## src/rtl/apb_fill_engine.sv

```systemverilog
// ----------------------------------------------------------------------------
// apb_fill_engine
//
// Command executor placed behind apb3_slave. On an accepted start it writes
// ilen words of an incrementing pattern (address step 4, data step 1) to a
// memory-side write port. It then reports done or error on status and pulses
// irq for one cycle.
//
// Parameters
//   TIMEOUT_CYC  consecutive stall cycles tolerated before the command errors (>=1)
//
// Ports
//   clk, resetn          system clock, asynchronous active-low reset
//   start                command strobe, sampled each clk; ignored while busy
//   iaddr, ilen, idata   byte start address (4-byte aligned), word count
//                        (1..255), data of word 0
//   abort                cancels a running command
//   status               00 idle, 01 busy, 10 done, 11 error (the FSM state itself)
//   irq                  one-cycle pulse on entry to done or error
//   wr_valid/wr_ready    write port handshake
//   wr_addr/wr_data      address and data of the word being offered
//   words_done           handshakes completed for the current or last command
//
// Write port handshake: a word transfers on a rising clk where
// wr_valid & wr_ready. While wr_valid is high and wr_ready is low, wr_addr and
// wr_data hold. wr_valid never drops without a transfer, except on an error
// exit (abort or stall timeout).
// ----------------------------------------------------------------------------
module apb_fill_engine #(
    parameter int unsigned TIMEOUT_CYC = 1024
) (
    input  logic        clk,
    input  logic        resetn,
    input  logic        start,
    input  logic [31:0] iaddr,
    input  logic [7:0]  ilen,
    input  logic [31:0] idata,
    input  logic        abort,
    output logic [1:0]  status,
    output logic        irq,
    output logic        wr_valid,
    output logic [31:0] wr_addr,
    output logic [31:0] wr_data,
    input  logic        wr_ready,
    output logic [7:0]  words_done
);

    localparam int unsigned    CW         = $clog2(TIMEOUT_CYC + 1);
    localparam logic [CW-1:0]  STALL_LAST = CW'(TIMEOUT_CYC - 1);

    typedef enum logic [1:0] {
        S_IDLE = 2'b00,
        S_RUN  = 2'b01,
        S_DONE = 2'b10,
        S_ERR  = 2'b11
    } state_t;

    state_t         state_q;
    logic           irq_q;
    logic           wr_valid_q;
    logic [31:0]    wr_addr_q;
    logic [31:0]    wr_data_q;
    logic [7:0]     words_done_q;
    logic [7:0]     len_q;
    logic [CW-1:0]  stall_q;

    logic [7:0]     words_done_d;
    logic [7:0]     ilen_m1;
    logic [32:0]    end_addr;
    logic           cmd_bad;
    logic           hs;
    logic           last_word;

    always_comb begin
        ilen_m1      = ilen - 8'd1;
        // Address of the final word, with a carry bit to catch 32-bit wrap.
        end_addr     = {1'b0, iaddr} + {23'd0, ilen_m1, 2'b00};
        cmd_bad      = (ilen == 8'd0) || (iaddr[1:0] != 2'b00) || end_addr[32];
        hs           = wr_valid_q && wr_ready;
        words_done_d = words_done_q + 8'd1;
        last_word    = (words_done_d == len_q);
    end

    always_ff @(posedge clk or negedge resetn) begin
        if (!resetn) begin
            state_q      <= S_IDLE;
            irq_q        <= 1'b0;
            wr_valid_q   <= 1'b0;
            wr_addr_q    <= 32'd0;
            wr_data_q    <= 32'd0;
            words_done_q <= 8'd0;
            len_q        <= 8'd0;
            stall_q      <= '0;
        end else begin
            irq_q <= 1'b0;
            case (state_q)
                S_RUN: begin
                    if (!wr_valid_q) begin
                        // All words have transferred. This is the closing cycle
                        // that makes done appear N+1 cycles after accept.
                        state_q <= S_DONE;
                        irq_q   <= 1'b1;
                    end else if (hs) begin
                        words_done_q <= words_done_d;
                        stall_q      <= '0;
                        if (last_word) begin
                            // The final word wins over a same-edge abort.
                            wr_valid_q <= 1'b0;
                        end else if (abort) begin
                            state_q    <= S_ERR;
                            irq_q      <= 1'b1;
                            wr_valid_q <= 1'b0;
                        end else begin
                            wr_addr_q <= wr_addr_q + 32'd4;
                            wr_data_q <= wr_data_q + 32'd1;
                        end
                    end else if (abort || (stall_q == STALL_LAST)) begin
                        // Abort or stall timeout. wr_valid drops without a transfer.
                        state_q    <= S_ERR;
                        irq_q      <= 1'b1;
                        wr_valid_q <= 1'b0;
                    end else begin
                        stall_q <= stall_q + CW'(1);
                    end
                end
                default: begin
                    // IDLE, DONE, ERR: start is accepted and abort is ignored.
                    if (start) begin
                        words_done_q <= 8'd0;
                        stall_q      <= '0;
                        len_q        <= ilen;
                        if (cmd_bad) begin
                            state_q <= S_ERR;
                            irq_q   <= 1'b1;
                        end else begin
                            state_q    <= S_RUN;
                            wr_valid_q <= 1'b1;
                            wr_addr_q  <= iaddr;
                            wr_data_q  <= idata;
                        end
                    end
                end
            endcase
        end
    end

    assign status     = state_q;
    assign irq        = irq_q;
    assign wr_valid   = wr_valid_q;
    assign wr_addr    = wr_addr_q;
    assign wr_data    = wr_data_q;
    assign words_done = words_done_q;

endmodule

```

## config.mk

```make
export PLATFORM = sky130hd
export DESIGN_NAME = apb_fill_engine
export DESIGN_NICKNAME = d
export VERILOG_FILES = /design/src/rtl/apb_fill_engine.sv
export SDC_FILE = /design/constraint.sdc
export NUM_CORES = 1
export LEC_CHECK = 0
export CAP_MARGIN = 20
export CORE_ASPECT_RATIO = 0.8
export CORE_UTILIZATION = 45
export DETAILED_ROUTE_END_ITERATION = 16
export PLACE_DENSITY = 0.76
export SLEW_MARGIN = 20
export SYNTH_ARGS = -nofsm -noshare
export SYNTH_HDL_FRONTEND = slang
export SYNTH_SLANG_ARGS = --single-unit
```

## constraint.sdc

```tcl
create_clock -name clk -period 5.14 [get_ports clk]
set_input_delay 1.285 -clock clk [delete_from_list [all_inputs] [get_ports clk]]
set_output_delay 1.285 -clock clk [all_outputs]
set_load 0.05 [all_outputs]
```

==> run metrics, run 1 <==
clk_lat worst skew=0.35 ns; ys flop type=dfrtp_1; Final nets=883; core area=12400 um^2; clock tree root driver cell=clkbuf_16; ys async rst share=100%; Total Routing Usage GR=29.4%; CTS Hold Bufs=0; # diodes=0; status=finished, final reports clean; reg2reg start=words_done[0]; post_cts resized=0; antenna violations before repair=0; final wirelength=19200 um; layout cells sized above 1=7.13%; Slew Viols, Final=0; # IOs=153; CTS tree=done; setup TNS=0 ns; Total Power=3.00 mW; worst-margin pin slew=1.06 ns; post-layout minimum cycle time=4.63 ns; MaxCap Viol Count=0; postcts setup bufs=0; first-pass GRT wire length=31200 um; Yosys cell types=72; RD Place Congestion=0.925; Critical Path Fanout Max=20; Leakage=3.02 nW; PwrDens=384 nW/um^2; Worst Setup End Kind=register; setup violators final=0; post-synthesis net count=744; DRT Pass-1 Iters=5; Hold Path Class=register to register; Tcrit/Tclk final=90.1%; CTS sink cnt=95; worst min-delay path startpoint=stall_q[5]; kind of critical path=primary input to register; die width=129 um; Synth warnings=0; worst rel slew slack=29.6%; Die H=104 um; post-synthesis sequential area ratio=40.7%; CTS Buffer Depth=2; Die ar.=13400 um^2; largest net degree at the start of global routing=55; GRT overflow=0; fin cells=970; CP arrival=4.92 ns; initial DRC count=648; Vias=6210; most frequent cells in the layout=clkdlybuf4s50_1, dfrtp_1, nand2_1, nor2_1, o21ai_0; final setup skew=0.0108 ns; Vias per Instance=6.40; Yosys reg bits=95; DP Area=7490 um^2; drt drc=0; commonest non-fill, non-tap cell in the layout=clkdlybuf4s50_1; crit start category=primary input; Post-synth EDFFs=0; Initial Util=47.0%; H-tree levels=3; unrepaired setup endpoints after global routing=false; Synth Instances=655; Final Hold Fails=0; port buffer count=152; Max VDD drop=219 uV; synthesized area per cell=8.92 um^2; Final WS setup=0.507 ns; hpwl dp=13700 um; crit path from=ilen[2]; Worst Path Required=5.42 ns; Worst-path clk slew=0.07 ns; fmax=216 MHz; total CTS buffers=9; dpl cells=954; Layout area overhead=33.7%; Site Rows=36; Netlist Area Pre-Place=5840 um^2; fin area=7810 um^2; vias in the first global route=6056; post-placement setup slack=0.212 ns; Routed Antenna Nets=0; Routed WL per cell=19.8 um
## critical path, cell delays in order
cell	delay, ns
clkdlybuf4s50_1	0.47
nor2_1	0.20
nand3_1	0.15
nor4_1	0.26
xor2_1	0.20
ha_1	0.26
nand4_1	0.13
a211oi_1	0.06
nor4_1	0.50
o211a_2	0.37
o22ai_2	0.35
or4_1	0.57
nand3_1	0.10
## cell type report
type                            instances  area (um^2)
Timing Repair Buffer                  163         1600
Inverter                               13         48.8
Tap cell                              171          214
Clock inverter                          5         65.1
Sequential cell                        95         2380
Multi-Input combinational cell        512         3250
Fill cell                            1041         4620
Clock buffer                           11          253
## through the flow
step | util [%] | hold slack [ns]
after CTS | 62.8 | 0.500
after global routing | 62.8 | 0.522
final | 62.8 | 0.500
after global placement | 60.2 | 0.464
after detailed placement | 60.2 | 0.478
after floorplan | - | 0.450
## logic make-up after synthesis
family                     after synthesis  synth area share, %
AOI/OAI and AO/OA                      193                 23.4
and+or+nand+nor                        281                 25.2
muxes                                   11                 2.04
buffers and inverters                   48                 3.79
xor gates and xnor gates                15                 2.25
adders and majority gates               12                 2.57
DFF                                     95                 40.7
## path summary, 6_finish.rpt
kind                                to  cells after the start  slack [ns]
max in group asynchronous   wr_addr[3]                      2        3.10
max                        wr_data[15]                     13        0.51
min                         stall_q[5]                      1        0.50
min reg2reg                 stall_q[5]                      1        0.50
max reg2reg                 wr_addr[2]                      8        1.79
min in group asynchronous     len_q[4]                      1        0.98
## cells in the mapped netlist, types with 5 or more instances
cell type	count	area (um^2)
dfrtp_1	95	2380
nand2_1	63	236
nor2_1	58	218
o21ai_0	48	240
nand3_1	33	165
a21oi_1	27	135
nand4_1	27	169
and3_1	23	144
clkbuf_1	20	75.1
nor3_1	14	70.1
o211ai_1	14	105
inv_1	13	48.8
ha_1	12	150
a22oi_1	11	82.6
or3_1	11	68.8
a311oi_1	10	87.6
and2_1	10	62.6
a31oi_1	9	56.3
buf_2	9	45.0
xor2_1	8	70.1
a211oi_1	7	52.6
mux2_2	7	78.8
o311ai_0	7	61.3
xnor2_1	7	61.3
a32oi_1	6	52.6
a41oi_1	6	52.6
nor4_1	6	37.5
o22ai_1	6	37.5
a211o_1	5	43.8
o31ai_1	5	37.5
## state kept, by name, indices dropped and copies added, names as in the netlist
register    flops
wr_addr        32
wr_data        32
stall_q        11
len_q           8
words_done      8
status          2
irq             1
wr_valid        1
## power breakdown
| group | internal [mW] | switching, mW |
|---|---|---|
| Sequential | 0.883 | 0.189 |
| Clock | 0.409 | 0.306 |
| Combinational | 0.431 | 0.782 |
## metal layers
metal	GRT usage, %	up-vias	share of wire [%]
met1	40.0	3043	42
met3	6.02	41	8.6
met2	45.6	337	47
met5	0	-	0
li1	-	2789	-
met4	11.3	0	2.2
No activity file was read; power rests on OpenSTA's default activity.
==> inputs of run 2 (changes only) <==
--- a/config.mk
+++ b/config.mk
@@ -8,7 +8,9 @@
 export CAP_MARGIN = 20
 export CORE_ASPECT_RATIO = 0.8
 export CORE_UTILIZATION = 45
+export CTS_BUF_LIST = sky130_fd_sc_hd__clkbuf_4
 export DETAILED_ROUTE_END_ITERATION = 16
+export HOLD_SLACK_MARGIN = 0.03
 export PLACE_DENSITY = 0.76
 export SLEW_MARGIN = 20
 export SYNTH_ARGS = -nofsm -noshare
==> run metrics, run 2 (synthesized netlist as in run 1, its figures left out) <==
Slowest cell on crit path=or4_1; Worst Setup End Kind=register; CTS tree=done; clk_lat worst skew=0.47 ns; worst min-delay path startpoint=wr_addr[0]; fmax=222 MHz; Hold WS=0.515 ns; PwrDens=355 nW/um^2; first-pass GRT wire length=30900 um; hold-critical path depth=1; port buffer count=152; Layout area overhead=30.7%; post_cts resized=0; MaxCap Viol Count=0; flop2flop setup slack=1.79 ns; M3 GR Usage=5.14%; total CTS buffers=9; crit path from=ilen[2]; Initial Util=47.0%; unrepaired setup endpoints after global routing=false; Worst Hold Path EP=wr_addr[0]; crit start category=primary input; family with the most delay on the worst path=simple AND/OR/NAND/NOR gates; CTS Buffer Depth=2; final wirelength=19000 um; kind of critical path=primary input to register; Slew Viols, Final=0; GRT Max-Usage Layer=met2; die width=129 um; Worst-path clk slew=0.16 ns; CTS Hold Bufs=0; Final Hold Fails=0; Vias=6226; hpwl dp=13700 um; Final WS setup=0.629 ns; Die ar.=13400 um^2; initial DRC count=672; DRT Pass-1 Iters=5; Util after Layout=61.4%; Die H=104 um; largest net degree at the start of global routing=55; most frequent cells in the layout=clkdlybuf4s50_1, dfrtp_1, nand2_1, nor2_1, o21ai_0; postcts setup bufs=0; sequential fraction of design power=39.5%; CTS sink cnt=95; Hold Path Class=register to register; Routed Antenna Nets=0; # IOs=153; post-layout minimum cycle time=4.51 ns; Worst Path Required=5.56 ns; Final nets=883; NetSw=1.24 mW; dpl cells=954; commonest non-fill, non-tap cell in the layout=clkdlybuf4s50_1; Max VDD drop=239 uV; R2R cell count=8; Vias per Instance=6.42; worst rel slew slack=29.8%; antenna violations before repair=0; H-tree levels=3; vias in the first global route=5982; Total Power=2.71 mW; GRT overflow=0; FF-to-FF End=wr_addr[2]; setup TNS=0 ns; clock tree root driver cell=clkbuf_4; status=finished, final reports clean; Leakage=2.94 nW; # diodes=0; DP Area=7490 um^2; core area=12400 um^2; GRT met1 Usage=40.3%; Clock power frac=15.7%; Routed WL per cell=19.6 um; grt met2 use=45.5%; drt drc=0; fin area=7630 um^2; fin cells=970; Tcrit/Tclk final=87.8%; RD Place Congestion=0.925; post-placement setup slack=0.212 ns; reg2reg start=words_done[0]; Sw Share=45.9%; CP peak stage delay=0.58 ns; cell chain of the critical path=clkdlybuf4s50_1 -> nor2_1 -> nand3_1 -> nor4_1 -> xor2_1 -> ha_1 -> nand4_1 -> a211oi_1 -> nor4_1 -> o211a_2 -> o22ai_2 -> or4_1 -> nand3_1; logic gate share of total power=44.8%; Total Routing Usage GR=29.1%; CP Depth=13; worst-margin pin slew=1.05 ns; Site Rows=36; Bufs and invs on worst path=1; final setup skew=0.0187 ns; layout cells sized above 1=6.88%; Pint=1.46 mW; Critical Path Fanout Max=20; CP arrival=4.93 ns; setup violators final=0
-- run 2: cell type report --
cell class	instances	area [um^2]
Clock buffer	9	67.6
Inverter	13	48.8
Sequential cell	95	2380
Timing Repair Buffer	163	1600
Multi-Input combinational cell	512	3250
Fill cell	1058	4800
Clock inverter	7	72.6
Tap cell	171	214
-- run 2: how the worst max path moves through the flow --
stage / endpoint / slack [ns]
after CTS: wr_data[15] / 0.70
after global routing: wr_data[15] / 0.38
after detailed placement: wr_data[15] / 0.21
after global placement: wr_addr[26] / 0.36
after floorplan: wr_addr[14] / 1.27
final: wr_data[15] / 0.63
-- run 2: power groups by stage --
stage | registers (mW) | logic [mW] | clock network (mW)
finish | 1.07 | 1.21 | 0.424
global route | 1.09 | 1.27 | 0.464
CTS | 1.06 | 1.21 | 0.431
detailed placement | 1.08 | 1.20 | 0
global placement | 1.07 | 1.18 | 0
floorplan | 1.48 | 0.327 | 0
-- run 2: per-layer routing --
layer / up-vias / wire length, um
li1: 2794 / -
met5: - / 0
met2: 316 / 8960
met1: 3078 / 8160
met4: 0 / 446
met3: 38 / 1450
-- run 2: worst reg2reg max path, stage by stage (launching register included) --
cell     delay [ns]
dfrtp_1        0.53
ha_1           0.31
and3_1         0.23
nand3_1        0.16
xnor2_1        0.26
nand4_1        0.31
o32ai_4        0.99
nor3_1         0.13
a211o_1        0.32
==> patch 1, RTL diff (flow settings as in run 2) <==
`TIMEOUT_CYC`: 1024 -> 2048.
--- a/src/rtl/apb_fill_engine.sv
+++ b/src/rtl/apb_fill_engine.sv
@@ -27,7 +27,7 @@
 // exit (abort or stall timeout).
 // ----------------------------------------------------------------------------
 module apb_fill_engine #(
-    parameter int unsigned TIMEOUT_CYC = 1024
+    parameter int unsigned TIMEOUT_CYC = 2048
 ) (
     input  logic        clk,
     input  logic        resetn,
Formal check against the unedited RTL: same outputs for any inputs over 4 cycles, from zero or initial values and one cycle with resetn low; that may be too few to reach the edited logic, so the function may still have changed.
==> patch 1 against run 2 <==
- critical path depth increased by 1
- setup slack got worse by 61 ps
- sequential cell count increased by 1
- design area increased by 2.5%
- first-iteration DRC count increased by 5.7%
- routed wire length increased by 1.1%
- total power increased by 32%
- core utilization decreased by 0.85 points
- area after synthesis increased by 2.8%
- critical endpoint is now wr_data[4]$_DFFE_PN0P_
- highest routed layer unchanged
==> patch 1: results <==
{
  "outcome": "completed",
  "wl_met2_mm": 8.821,
  "hold_start": "status[0]$_DFFE_PN0P_",
  "endpoint": "wr_data[4]$_DFFE_PN0P_",
  "fin_nets": 921,
  "grt_pass1_vias": 6022,
  "post_drt_wl_per_cell_um": 18.99,
  "max_stage_delay_ps": 540,
  "dr_wl_met3_mm": 1.615,
  "grt_pass1_wl_mm": 31.28,
  "comb_cell_power_w": 0.00193,
  "wl_met1_mm": 8.426,
  "dp.cells": 996,
  "drt_iter0_drc": 710,
  "synth_cell_types": 73,
  "grtUsageMet1_pct": 38.54,
  "dp_hpwl_mm": 13.88,
  "met2_usage_pct": 44.68,
  "vias_per_cell": 6.311,
  "clock_latency_ps": 490,
  "routed-via-count": 6387,
  "firstDrtPassIters": 6,
  "grt_max_degree": 76,
  "fin_crit_sh_pct": 88.94,
  "power_frac_seq_pct": 35.7,
  "ir_drop_mv": 0.4077
}
-- patch 1: cell count changes after synthesis, sizes merged, moves of 6 or more --
cell | run 2 | this run
nor2 | 59 | 75
o311ai | 9 | 15
nand2 | 63 | 81
a22oi | 12 | 3
o21ai | 50 | 36
nand3 | 36 | 52
-- patch 1: cell families (layout without fill, tap and decap cells) --
family / after synthesis / after routing / synth area share [%]
xor+xnor: 18 / 18 / 2.626
compound gates: 176 / 176 / 21.30
simple gates: 329 / 329 / 27.99
fa+ha+maj: 12 / 12 / 2.501
buf+inv: 49 / 196 / 3.751
mux: 10 / 10 / 1.813
flops: 96 / 96 / 40.02
-- patch 1: final cells by class --
cell class,instances,area (sq um),area share [%]
inverters,15,56.30,0.7202
well taps,175,219.0,2.801
clock buffers,11,82.58,1.056
flip-flops and latches,96,2402,30.73
multi-input cells,545,3392,43.39
repair buffers,165,1642,21.00
clock inverters,5,23.77,0.3041
==> patch 2, RTL diff (settings of run 2) <==
Without the edit above. Register the output `irq` once more, with the module's reset; this adds one clock of latency there. The other outputs are not delayed to match. Comments in the files are not updated.
--- a/src/rtl/apb_fill_engine.sv
+++ b/src/rtl/apb_fill_engine.sv
@@ -145,7 +145,13 @@
     end
 
     assign status     = state_q;
-    assign irq        = irq_q;
+    always_ff @(posedge clk or negedge resetn) begin
+        if (!resetn) begin
+            irq <= '0;
+        end else begin
+            irq <= irq_q;
+        end
+    end
     assign wr_valid   = wr_valid_q;
     assign wr_addr    = wr_addr_q;
     assign wr_data    = wr_data_q;
Behaviour: not the same (a bounded check fails within 4 cycles, from zero or initial values and one cycle with resetn low).
==> patch 2 against run 2 <==
- clock power is 11% higher
- global-route usage is 0.73 points lower
- cell count is 0.10% lower
- design area is 0.87% higher
- hold slack worse by 97 ps
- routed wire length is 1.7% lower
- sequential cell count is 1 higher
- clock skew is 4.7 ps higher
- total power is 2.0% higher
- setup slack better by 13 ps
- area after synthesis is 0.43% higher
- critical path depth is 1 higher
- critical endpoint is now wr_data[3]$_DFFE_PN0P_
==> patch 2: results <==
{
  "outcome": "completed",
  "total_power_w": 0.002761,
  "dp_worst_setup_slack_ps": 285.2,
  "n_fill_cell": 1062,
  "hold_depth": 0,
  "synth_common_cells": "dfrtp_1 (96), nand2_1 (63), nor2_1 (58), o21ai_0 (48), nand3_1 (33)",
  "grt_pass1_wl_mm": 30.26,
  "final_cells": 969,
  "n_all_buffers": 161,
  "synth_cell_types": 72,
  "p_leak_nw": 2.962,
  "cts_resized": 0,
  "critical-path-slowest-cell": "clkdlybuf4s50_1",
  "muxShareOfSynthArea_pct": 2.027,
  "synth_xor_area_share_pct": 2.240,
  "drt_iter0_drc": 664,
  "fin_area_sq_mm": 0.007696,
  "vias_per_cell": 6.337,
  "dp.cells": 953,
  "max_stage_delay_ps": 470,
  "synth_compound_area_share_pct": 23.32,
  "drive_gt1_share_pct": 6.642,
  "seq_area_share_pct": 31.21,
  "synth_seq_area_share_pct": 40.96,
  "netSwitchingFraction_pct": 44.74,
  "worst_pin_slew_ps": 1072,
  "synth_area_leaders": "dfrtp_1 (41%), o21ai_0 (4.1%), nand2_1 (4.0%)",
  "synth_nets": 745,
  "buf_share_pct": 21.10,
  "grt_max_degree": 66,
  "nClkBuffers": 10,
  "dp_hpwl_mm": 13.17,
  "timing.hold.ws_ps": 418.1,
  "hold_start": "irq_q$_DFF_PN0_",
  "place_area_sq_mm": 0.007537,
  "ir_drop_mv": 0.3200,
  "r2r_slack_ps": 1740,
  "clk_share_pct": 2.065,
  "p_clk_share_pct": 17.0,
  "drt-total-wl_mm": 18.69,
  "final_util_pct": 61.91,
  "firstDrtPassIters": 7,
  "grt_pass1_vias": 5839,
  "synth_fa_ha_area_share_pct": 2.560,
  "netlist_instances": 656,
  "place_congestion": 0.8794,
  "holdPathEnd": "irq$_DFF_PN0_",
  "clkTransAtPathRegs_ps": 140,
  "reg2regPathDepth": 8,
  "seq_cells": 96,
  "fin_nets": 882,
  "synthArstFlopShare_pct": 100.0,
  "grtUsageTotal_pct": 28.35,
  "crit_fanout": 39,
  "arrival_ps": 4810,
  "fin_skew_ps": 23.37
}
## patch 2: cell types whose count changed in the layout (fill, tap and decap cells not counted), sizes merged
cell      delta
clkinv       -2
clkinvlp     +1
clkbuf       +1
dfrtp        +1
buf          -2
inv          -1
bufinv       +1
## patch 2: worst max-delay path by stage
stage	from	endpoint	slack, ps	cells past startpoint
2_1_floorplan	ilen[3]	wr_addr[14]$_DFFE_PN0P_	1270	13
3_3_place_gp	ilen[2]	wr_data[15]$_DFFE_PN0P_	400	13
3_5_place_dp	ilen[2]	wr_data[3]$_DFFE_PN0P_	290	14
4_1_cts	ilen[2]	wr_addr[2]$_DFFE_PN0P_	760	14
5_1_grt	ilen[2]	wr_data[3]$_DFFE_PN0P_	390	14
6_report	ilen[2]	wr_data[3]$_DFFE_PN0P_	640	14
## patch 2: routing by layer
metal | global-route usage, % | share of wire, %
met4 | 7.392 | 1.6
met2 | 45.34 | 47
met3 | 5.144 | 8.4
met1 | 39.31 | 43
met5 | 0 | 0
